--- config.mk ---
export PLATFORM = sky130hd
export DESIGN_NAME = fc_layer_seq
export DESIGN_NICKNAME = d
export VERILOG_FILES = /design/src/rtl/fc_layer_seq.sv
export SDC_FILE = /design/constraint.sdc
export NUM_CORES = 2
export LEC_CHECK = 0
export BUFFER_PORTS_ARGS = -buffer_cell sky130_fd_sc_hd__buf_2
export CAP_MARGIN = 5
export CORE_AREA = 2 2 308 310
export DETAILED_ROUTE_END_ITERATION = 10
export DIE_AREA = 0 0 310 312
export HOLD_SLACK_MARGIN = 0.02
export PLACE_DENSITY = 0.77
export RECOVER_POWER = 50
export SLEW_MARGIN = 20
export SYNTH_ARGS = -nofsm -noshare
export SYNTH_HDL_FRONTEND = slang
export SYNTH_SLANG_ARGS = --single-unit
export TNS_END_PERCENT = 5
--- constraint.sdc ---
create_clock -name clk -period 16.4 [get_ports clk]
set_input_delay 1.64 -clock clk [delete_from_list [all_inputs] [get_ports clk]]
set_output_delay 1.64 -clock clk [all_outputs]
set_load 0.1 [all_outputs]
--- src/rtl/fc_layer_seq.sv ---
// rtl/fc_layer_seq.sv - fully-connected layer sequencer with FP16 MAC datapath

// FP16 multiply, round-to-nearest-even; subnormal inputs and results flush to signed zero.
module fp16_mul (
    input  logic [15:0] a,
    input  logic [15:0] b,
    output logic [15:0] y
);
    logic              a_nan, b_nan, a_inf, b_inf, a_zero, b_zero;
    logic              sy;
    logic [21:0]       prod;
    logic [21:0]       norm;
    logic signed [7:0] e;
    logic [11:0]       mr;
    logic              rnd;

    assign a_nan  = (a[14:10] == 5'h1f) && (a[9:0] != 10'h0);
    assign b_nan  = (b[14:10] == 5'h1f) && (b[9:0] != 10'h0);
    assign a_inf  = (a[14:10] == 5'h1f) && (a[9:0] == 10'h0);
    assign b_inf  = (b[14:10] == 5'h1f) && (b[9:0] == 10'h0);
    assign a_zero = (a[14:10] == 5'h00);
    assign b_zero = (b[14:10] == 5'h00);

    // Significand product, normalise to a leading one in bit 21, round, then classify.
    always_comb begin
        sy   = a[15] ^ b[15];
        prod = {11'h0, 1'b1, a[9:0]} * {11'h0, 1'b1, b[9:0]};
        norm = prod[21] ? prod : {prod[20:0], 1'b0};
        e    = $signed({3'b000, a[14:10]}) + $signed({3'b000, b[14:10]})
             - 8'sd15 + $signed({7'h00, prod[21]});
        rnd  = norm[10] & ((|norm[9:0]) | norm[11]);
        mr   = {1'b0, norm[21:11]} + {11'h000, rnd};
        if (mr[11]) begin
            mr = mr >> 1;
            e  = e + 8'sd1;
        end
        if (a_nan || b_nan || (a_inf && b_zero) || (b_inf && a_zero))
            y = 16'h7e00;
        else if (a_inf || b_inf)
            y = {sy, 5'h1f, 10'h000};
        else if (a_zero || b_zero)
            y = {sy, 15'h0000};
        else if (e >= 8'sd31)
            y = {sy, 5'h1f, 10'h000};
        else if (e <= 8'sd0)
            y = {sy, 15'h0000};
        else
            y = {sy, e[4:0], mr[9:0]};
    end
endmodule

// FP16 add, round-to-nearest-even; subnormal inputs and results flush to signed zero.
module fp16_add (
    input  logic [15:0] a,
    input  logic [15:0] b,
    output logic [15:0] y
);
    logic              a_nan, b_nan, a_inf, b_inf, a_zero, b_zero;
    logic [15:0]       x;
    logic [15:0]       z;
    logic [4:0]        d;
    logic [13:0]       mx_ext;
    logic [42:0]       ext_sh;
    logic [13:0]       aligned;
    logic [14:0]       sum;
    logic [13:0]       diff;
    logic [13:0]       n;
    logic [3:0]        lz;
    logic              found;
    logic signed [7:0] e;
    logic [11:0]       mr;
    logic              rnd;

    assign a_nan  = (a[14:10] == 5'h1f) && (a[9:0] != 10'h0);
    assign b_nan  = (b[14:10] == 5'h1f) && (b[9:0] != 10'h0);
    assign a_inf  = (a[14:10] == 5'h1f) && (a[9:0] == 10'h0);
    assign b_inf  = (b[14:10] == 5'h1f) && (b[9:0] == 10'h0);
    assign a_zero = (a[14:10] == 5'h00);
    assign b_zero = (b[14:10] == 5'h00);

    // Align the smaller magnitude with guard/round/sticky, add or subtract, normalise, round.
    always_comb begin
        x = a;
        z = b;
        if (b[14:0] > a[14:0]) begin
            x = b;
            z = a;
        end
        d       = x[14:10] - z[14:10];
        mx_ext  = {1'b1, x[9:0], 3'b000};
        ext_sh  = {1'b1, z[9:0], 32'h0} >> d;
        aligned = {ext_sh[42:30], ext_sh[29] | (|ext_sh[28:0])};
        sum     = {1'b0, mx_ext} + {1'b0, aligned};
        diff    = mx_ext - aligned;
        lz      = 4'd0;
        found   = 1'b0;
        for (int i = 13; i >= 0; i--) begin
            if (!found) begin
                if (diff[i])
                    found = 1'b1;
                else
                    lz = lz + 4'd1;
            end
        end
        if (x[15] == z[15]) begin
            if (sum[14]) begin
                n = {sum[14:2], sum[1] | sum[0]};
                e = $signed({3'b000, x[14:10]}) + 8'sd1;
            end else begin
                n = sum[13:0];
                e = $signed({3'b000, x[14:10]});
            end
        end else begin
            n = diff << lz;
            e = $signed({3'b000, x[14:10]}) - $signed({4'h0, lz});
        end
        rnd = n[2] & (n[1] | n[0] | n[3]);
        mr  = {1'b0, n[13:3]} + {11'h000, rnd};
        if (mr[11]) begin
            mr = mr >> 1;
            e  = e + 8'sd1;
        end
        if (a_nan || b_nan || (a_inf && b_inf && (a[15] != b[15])))
            y = 16'h7e00;
        else if (a_inf)
            y = {a[15], 5'h1f, 10'h000};
        else if (b_inf)
            y = {b[15], 5'h1f, 10'h000};
        else if (a_zero && b_zero)
            y = {a[15] & b[15], 15'h0000};
        else if (a_zero)
            y = b;
        else if (b_zero)
            y = a;
        else if ((x[15] != z[15]) && (diff == 14'h0))
            y = 16'h0000;
        else if (e >= 8'sd31)
            y = {x[15], 5'h1f, 10'h000};
        else if (e <= 8'sd0)
            y = {x[15], 15'h0000};
        else
            y = {x[15], e[4:0], mr[9:0]};
    end
endmodule

// ReLU: anything with the sign bit set (including -0.0 and negative NaN) becomes +0.
module relu_fp16 (
    input  logic [15:0] a,
    output logic [15:0] y
);
    assign y = a[15] ? 16'h0000 : a;
endmodule

// Four-lane FP16 dot product: lane k uses bits [16k+15:16k] of each word, summed as a balanced tree.
module mac4_fp16 (
    input  logic [63:0] act,
    input  logic [63:0] wgt,
    output logic [15:0] y
);
    logic [15:0] p [4];
    logic [15:0] s01;
    logic [15:0] s23;

    for (genvar k = 0; k < 4; k++) begin : g_lane
        fp16_mul u_mul (.a(act[16*k +: 16]), .b(wgt[16*k +: 16]), .y(p[k]));
    end

    fp16_add u_add01 (.a(p[0]), .b(p[1]), .y(s01));
    fp16_add u_add23 (.a(p[2]), .b(p[3]), .y(s23));
    fp16_add u_add_t (.a(s01),  .b(s23),  .y(y));
endmodule

module fc_layer_seq #(
    parameter int IN_LEN  = 8,
    parameter int OUT_LEN = 4,
    parameter int ADDR_W  = 8
) (
    input  logic              clk,
    input  logic              rst_n,
    input  logic              start,
    input  logic              relu_en,
    output logic              busy,
    output logic              done,
    output logic [ADDR_W-1:0] act_addr,
    input  logic [63:0]       act_rdata,
    output logic [ADDR_W-1:0] w_addr,
    input  logic [63:0]       w_rdata,
    output logic              out_we,
    output logic [ADDR_W-1:0] out_addr,
    output logic [15:0]       out_wdata
);
    localparam int              G      = IN_LEN / 4;
    localparam logic [ADDR_W-1:0] G_A    = ADDR_W'(G);
    localparam logic [ADDR_W-1:0] G_LAST = ADDR_W'(G - 1);
    localparam logic [ADDR_W-1:0] O_LAST = ADDR_W'(OUT_LEN - 1);

    typedef enum logic [2:0] {
        S_IDLE,
        S_FETCH,
        S_ACCUM,
        S_WRITE,
        S_DONE
    } state_t;

    state_t            state;
    state_t            state_nx;
    logic [ADDR_W-1:0] g;
    logic [ADDR_W-1:0] o;
    logic [15:0]       acc;
    logic              relu_q;
    logic [15:0]       mac_y;
    logic [15:0]       acc_sum;
    logic [15:0]       relu_y;
    logic              last_g;
    logic              last_o;

    mac4_fp16 u_mac  (.act(act_rdata), .wgt(w_rdata), .y(mac_y));
    fp16_add  u_acc  (.a(acc), .b(mac_y), .y(acc_sum));
    relu_fp16 u_relu (.a(acc), .y(relu_y));

    assign last_g = (g == G_LAST);
    assign last_o = (o == O_LAST);

    // State register.
    always_ff @(posedge clk or negedge rst_n) begin
        if (!rst_n)
            state <= S_IDLE;
        else
            state <= state_nx;
    end

    // Next state and outputs; addresses stay stable across FETCH and the following ACCUM.
    always_comb begin
        state_nx  = state;
        busy      = 1'b0;
        done      = 1'b0;
        out_we    = 1'b0;
        act_addr  = '0;
        w_addr    = '0;
        out_addr  = '0;
        out_wdata = 16'h0000;
        case (state)
            S_IDLE: begin
                if (start)
                    state_nx = S_FETCH;
            end
            S_FETCH: begin
                busy     = 1'b1;
                act_addr = g;
                w_addr   = o * G_A + g;
                state_nx = S_ACCUM;
            end
            S_ACCUM: begin
                busy     = 1'b1;
                act_addr = g;
                w_addr   = o * G_A + g;
                state_nx = last_g ? S_WRITE : S_FETCH;
            end
            S_WRITE: begin
                busy      = 1'b1;
                out_we    = 1'b1;
                out_addr  = o;
                out_wdata = relu_q ? relu_y : acc;
                state_nx  = last_o ? S_DONE : S_FETCH;
            end
            S_DONE: begin
                done     = 1'b1;
                state_nx = S_IDLE;
            end
            default: state_nx = S_IDLE;
        endcase
    end

    // Group/neuron counters, accumulator and the ReLU mode captured at start.
    always_ff @(posedge clk or negedge rst_n) begin
        if (!rst_n) begin
            g      <= '0;
            o      <= '0;
            acc    <= 16'h0000;
            relu_q <= 1'b0;
        end else begin
            case (state)
                S_IDLE: begin
                    if (start) begin
                        relu_q <= relu_en;
                        g      <= '0;
                        o      <= '0;
                        acc    <= 16'h0000;
                    end
                end
                S_ACCUM: begin
                    acc <= acc_sum;
                    g   <= last_g ? '0 : g + 1'b1;
                end
                S_WRITE: begin
                    acc <= 16'h0000;
                    if (!last_o)
                        o <= o + 1'b1;
                end
                default: ;
            endcase
        end
    end
endmodule

==> results of run 1 <==
-- synth_stat cells (39+ instances only) --
library cell  instances
nand2_1             834
inv_1               776
nor2_1              715
ha_1                516
a21oi_1             440
o21ai_0             336
fa_1                333
and2_1              252
nand3_1             228
clkbuf_1            208
nor3_1              198
xnor2_1             192
mux2i_1             131
o211ai_1            108
a211oi_1            106
a31oi_1             105
xor2_1              100
nand4_1              99
nor4_1               99
a21o_1               91
and3_1               78
or3_1                73
nand2b_1             60
o31ai_1              52
o21ai_1              51
o21a_1               50
buf_6                49
mux2_2               48
o22ai_1              48
nor2b_1              42
or2_2                41
a22oi_1              40
clkbuf_8             39
-- logic make-up after synthesis --
group	Yosys count	share of synthesized area [%]
and+or+nand+nor	3061	28.12
AOI/OAI and AO/OA	2096	27.34
buffers and inverters	1160	9.628
adders and majority gates	851	23.60
xor gates and xnor gates	318	5.445
muxes	210	4.257
DFF	36	1.617
other	1	0.006733
-- metrics by stage --
stage | area [µm²] | setup TNS (ps) | std cells | util (%) | hold WS (ps)
floorplan | 56630 | -536600 | 7734 | - | 504.6
global placement | 77540 | -497030 | 11580 | 83.33 | 517.6
detailed placement | 77540 | -526420 | 11580 | 83.33 | 563.5
CTS | 79420 | -491400 | 11680 | 85.36 | 574.7
-- layer usage --
metal	overflow	track usage [%]
met1	17	69.27
met2	42	85.71
met3	4	39.99
met4	32	46.62
met5	0	23.75
-- what timing repair did --
item | in CTS
setup endpoints to repair | 16
gates cloned | 2
gates resized for setup | 222
setup buffers | 95
pin swaps | 230
==> summary.md, run 1 <==
| Metric | Value |
|---|---|
| Gp weighted congestion | `1.100` |
| Post-synth EDFFs | `0` |
| Average size of a mapped cell | `slightly above 7 µm²` |
| Largest net degree at the start of global routing | `37` |
| CTS H-Tree Depth | `2` |
| Cell area after synthesis | `55700 µm²` |
| Synth Instances | `7733` |
| Place WS | `-33390 ps` |
| GRT Overall Usage | `63.40%` |
| Status | `did not finish` |
| Initial antenna violation count | `29` |
| GRT worst endpoint | `acc[8]$_DFFE_PN0P_/D` |
| # port buffers | `174` |
| Post-synthesis cell type count | `between 200 and 250` |
| Post-synth top area share | `between 10% and 20%` |
| Top_reg_cell synth | `dfrtp_1` |
| Die Y | `312 µm` |
| Row count | `112` |
| Synth Register Bits | `36` |
| Congestion Overflow GR | `95` |
| Err | `[ERROR GRT-0232] Routing congestion too high. Check the congestion heatmap in the GUI.` |
| Clock Tree Buf Depth | `2` |
| Post-detail-place hpwl | `about 200000 µm` |
| Starting Density | `59.86%` |
| Die W | `between 300 and 400 µm` |
| Yosys top cell by area | `fa_1` |
| Io pins | `175` |
| Ys async rst share | `100.0%` |
| Post-CTS Hold Buffers | `0` |
| Sink Count | `36` |
| Worst EP kind | `sequential cell input` |
| Ranking of synthesized cells by area | `fa_1, ha_1, nand2_1` |
| Cts bufs inserted | `5` |
| Clk root buf | `clkbuf_16` |
| Sequential area share after synthesis | `about 1.6%` |
| Yosys warning count | `0` |
| Last stage | `5_1_grt` |
==> run 2, diff against run 1 <==
- CORE_AREA: 2 2 308 310 -> 2 2 377 379
- DIE_AREA: 0 0 310 312 -> 0 0 379 381
- HOLD_SLACK_MARGIN: 0.02 -> unset
- PLACE_DENSITY: 0.77 -> unset
- PLACE_DENSITY_LB_ADDON: unset -> 0.15
==> summary.md, run 2 <==
| Metric | Value |
|---|---|
| Status | `finished, violations left` |
| Failing checks | `max-capacitance violations, max-slew violations, negative setup slack` |
| DR vias/cell | `5.529` |
| Critical path's largest stage delay | `about 530 ps` |
| Yosys warning count | `0` |
| Synth Instances | `7733` |
| Congestion Overflow GR | `0` |
| Routed WL | `around 220000 µm` |
| Die W | `~380 µm` |
| Post-DRT Antenna Nets | `0` |
| Ys async rst share | `100.0%` |
| Largest net degree at the start of global routing | `37` |
| Clock Tree Buf Depth | `2` |
| Yosys top cell by area | `fa_1` |
| Initial antenna violation count | `3` |
| Fin Hold WS | `547.1 ps` |
| Worst Clk Skew | `11.05 ps` |
| Critical Path RT | `16600 ps` |
| Fin cells | `approximately 12000` |
| Post-synth top area share | `a little under an eighth` |
| Max Freq | `~21 MHz` |
| # port buffers | `174` |
| Grt met3 use | `under 10%` |
| Row count | `138` |
| Clk root buf | `clkbuf_16` |
| Worst skew pair latency | `290 ps` |
| Average size of a mapped cell | `slightly above 7 µm²` |
| Setup slack after layout | `-31500 ps` |
| Via count | `68760` |
| TritonCTS clock tree | `done` |
| Post-detail-place hpwl | `between 150000 and 200000 µm` |
| Total Die Area | `~140000 µm²` |
| Most common cell after layout, fill and taps aside | `buf_4` |
| Clock transition at path regs | `roughly 60 ps` |
| Synth Register Bits | `36` |
| DRC viols | `0` |
| Io pins | `175` |
| Sequential area share after synthesis | `around 1.6%` |
| Cts bufs inserted | `5` |
| Post-route cell area | `approximately 81000 µm²` |
| Commonest non-fill, non-tap cells in the layout | `buf_4, nand2_1, inv_1, nor2_1, ha_1` |
| Final setup violation count | `16` |
| Wirelength per Cell | `17.84 µm` |
| Die Y | `381 µm` |
| Layout cells sized above 1 | `between 30% and 40%` |
| CTS H-Tree Depth | `2` |
| Slew Viols, Final | `37` |
| Nets | `between 10000 and 15000` |
| Layout area overhead | `45.98%` |
| Count leader, synth | `nand2_1` |
| Starting Density | `between 30% and 40%` |
| RSZ-0062 raised after global routing | `true` |
| Data arrival time of the worst path | `48100 ps` |
| Dpl cells | `around 12000` |
| First-pass GRT wire length | `358600 µm` |
| Worst-Margin Slew | `1944 ps` |
| Post-synthesis cell type count | `204` |
| Post-synth EDFFs | `0` |
| Slew Limit Headroom | `-29.63%` |
| Max-cap viol count | `1` |
| Post-Route Utilization | `57.85%` |
| Hold Path Class | `reg2reg` |
| Top_reg_cell synth | `dfrtp_1` |
| Gr busiest metal | `met2` |
| Post-DP Area | `between 70000 and 80000 µm²` |
| Top Registers | `acc (16), g (8), o (8)` |
| Cell area after synthesis | `around 56000 µm²` |
| Vias in the first global route | `68750` |
| GRT met2 Usage | `50.23%` |
| Most frequent cells after synthesis | `nand2_1, inv_1, nor2_1` |
| Crit path capture type | `flip-flop` |
| Ranking of synthesized cells by area | `fa_1, ha_1, nand2_1` |
| GRT Overall Usage | `29.94%` |
| Post-layout min period | `47900 ps` |
| Worst Path Max Fanout | `6` |
| Final Hold Fails | `0` |
| Worst path most repeated cell | `ha_1` |
| Sink Count | `36` |
| First-pass DRT Iterations | `6` |
| Core ar. | `140600 µm²` |
| Crit start category | `primary input` |
| Post-CTS Hold Buffers | `0` |
| CP Class | `in2reg` |
| Max reg flops | `16` |
| Slowest-stage cell, CP | `fa_1` |
| Gp weighted congestion | `between 0.9 and 1` |
| Biggest register | `acc` |
| Number of DRC markers in iteration 0 | `5054` |
| Met1 usage | `41.67%` |
| Tcrit/Tclk final | `292.1%` |
==> run 2: cell counts after synthesis <==
Identical to the previous run, type by type.
==> run 2: repair_timing <==
| action | 4_1_cts | 5_1_grt |
|---|---|---|
| resized for setup | 220 | 32 |
| setup endpoints to repair | 16 | 16 |
| buffers inserted | 100 | 5 |
| gates cloned | 2 | 0 |
| pin swaps | 213 | 11 |
==> run 2: final timing paths <==
path	from	end	slack, ps	depth (start not counted)
worst min register to register	relu_q	relu_q	550	1
min in group asynchronous	rst_n	o[7]	1890	1
worst max-delay path	w_rdata[50]	acc[8]	-31500	270
max in group asynchronous	rst_n	acc[11]	13380	1
worst max register to register	acc[6]	acc[8]	3020	70
worst min-delay path	relu_q	relu_q	550	1
==> run 2: worst max-delay path: cells and delay by family <==
kind / cells / cell delay (ps)
muxes: 8 / 1660
and+or+nand+nor: 86 / 12050
adders and majority gates: 38 / 10750
buffers and inverters: 26 / 2510
AOI/OAI and AO/OA: 103 / 17630
xor gates and xnor gates: 9 / 1710
==> run 2: final cells by class <==
| type | instances | area, µm² |
|---|---|---|
| diodes | 3 | 7.507 |
| clock buffers | 6 | 138.9 |
| clock inverters | 2 | 15.01 |
| fillers | 13630 | 59240 |
| inverters | 801 | 3025 |
| multi-input cells | 6540 | 51390 |
| flip-flops and latches | 36 | 900.9 |
| well taps | 1890 | 2365 |
| repair buffers | 3159 | 23470 |
==> run 2: per-layer routing <==
layer,wire length (µm),up-vias
met2,102000,1975
li1,-,33460
met1,103100,32980
met4,5476,0
met5,0,-
met3,11380,345
==> run 2: through the flow <==
step | setup slack [ps] | setup TNS, ps
after floorplan | -34160 | -536600
after global placement | -31920 | -503770
after detailed placement | -33010 | -520230
after CTS | -30650 | -483390
after global routing | -34260 | -541080
final | -31500 | -496990
==> run 2: cell families after synthesis <==
kind of cell | Yosys count | synth area share [%]
buffers and inverters | 1160 | 9.628
other | 1 | 0.006733
adders and majority gates | 851 | 23.60
and+or+nand+nor | 3061 | 28.12
DFF | 36 | 1.617
xor gates and xnor gates | 318 | 5.445
AOI/OAI and AO/OA | 2096 | 27.34
muxes | 210 | 4.257
Power of run 2 is left out: the tool's default activity adds up to more than one toggle a clock period on the data nets, which glitch-free logic cannot reach.
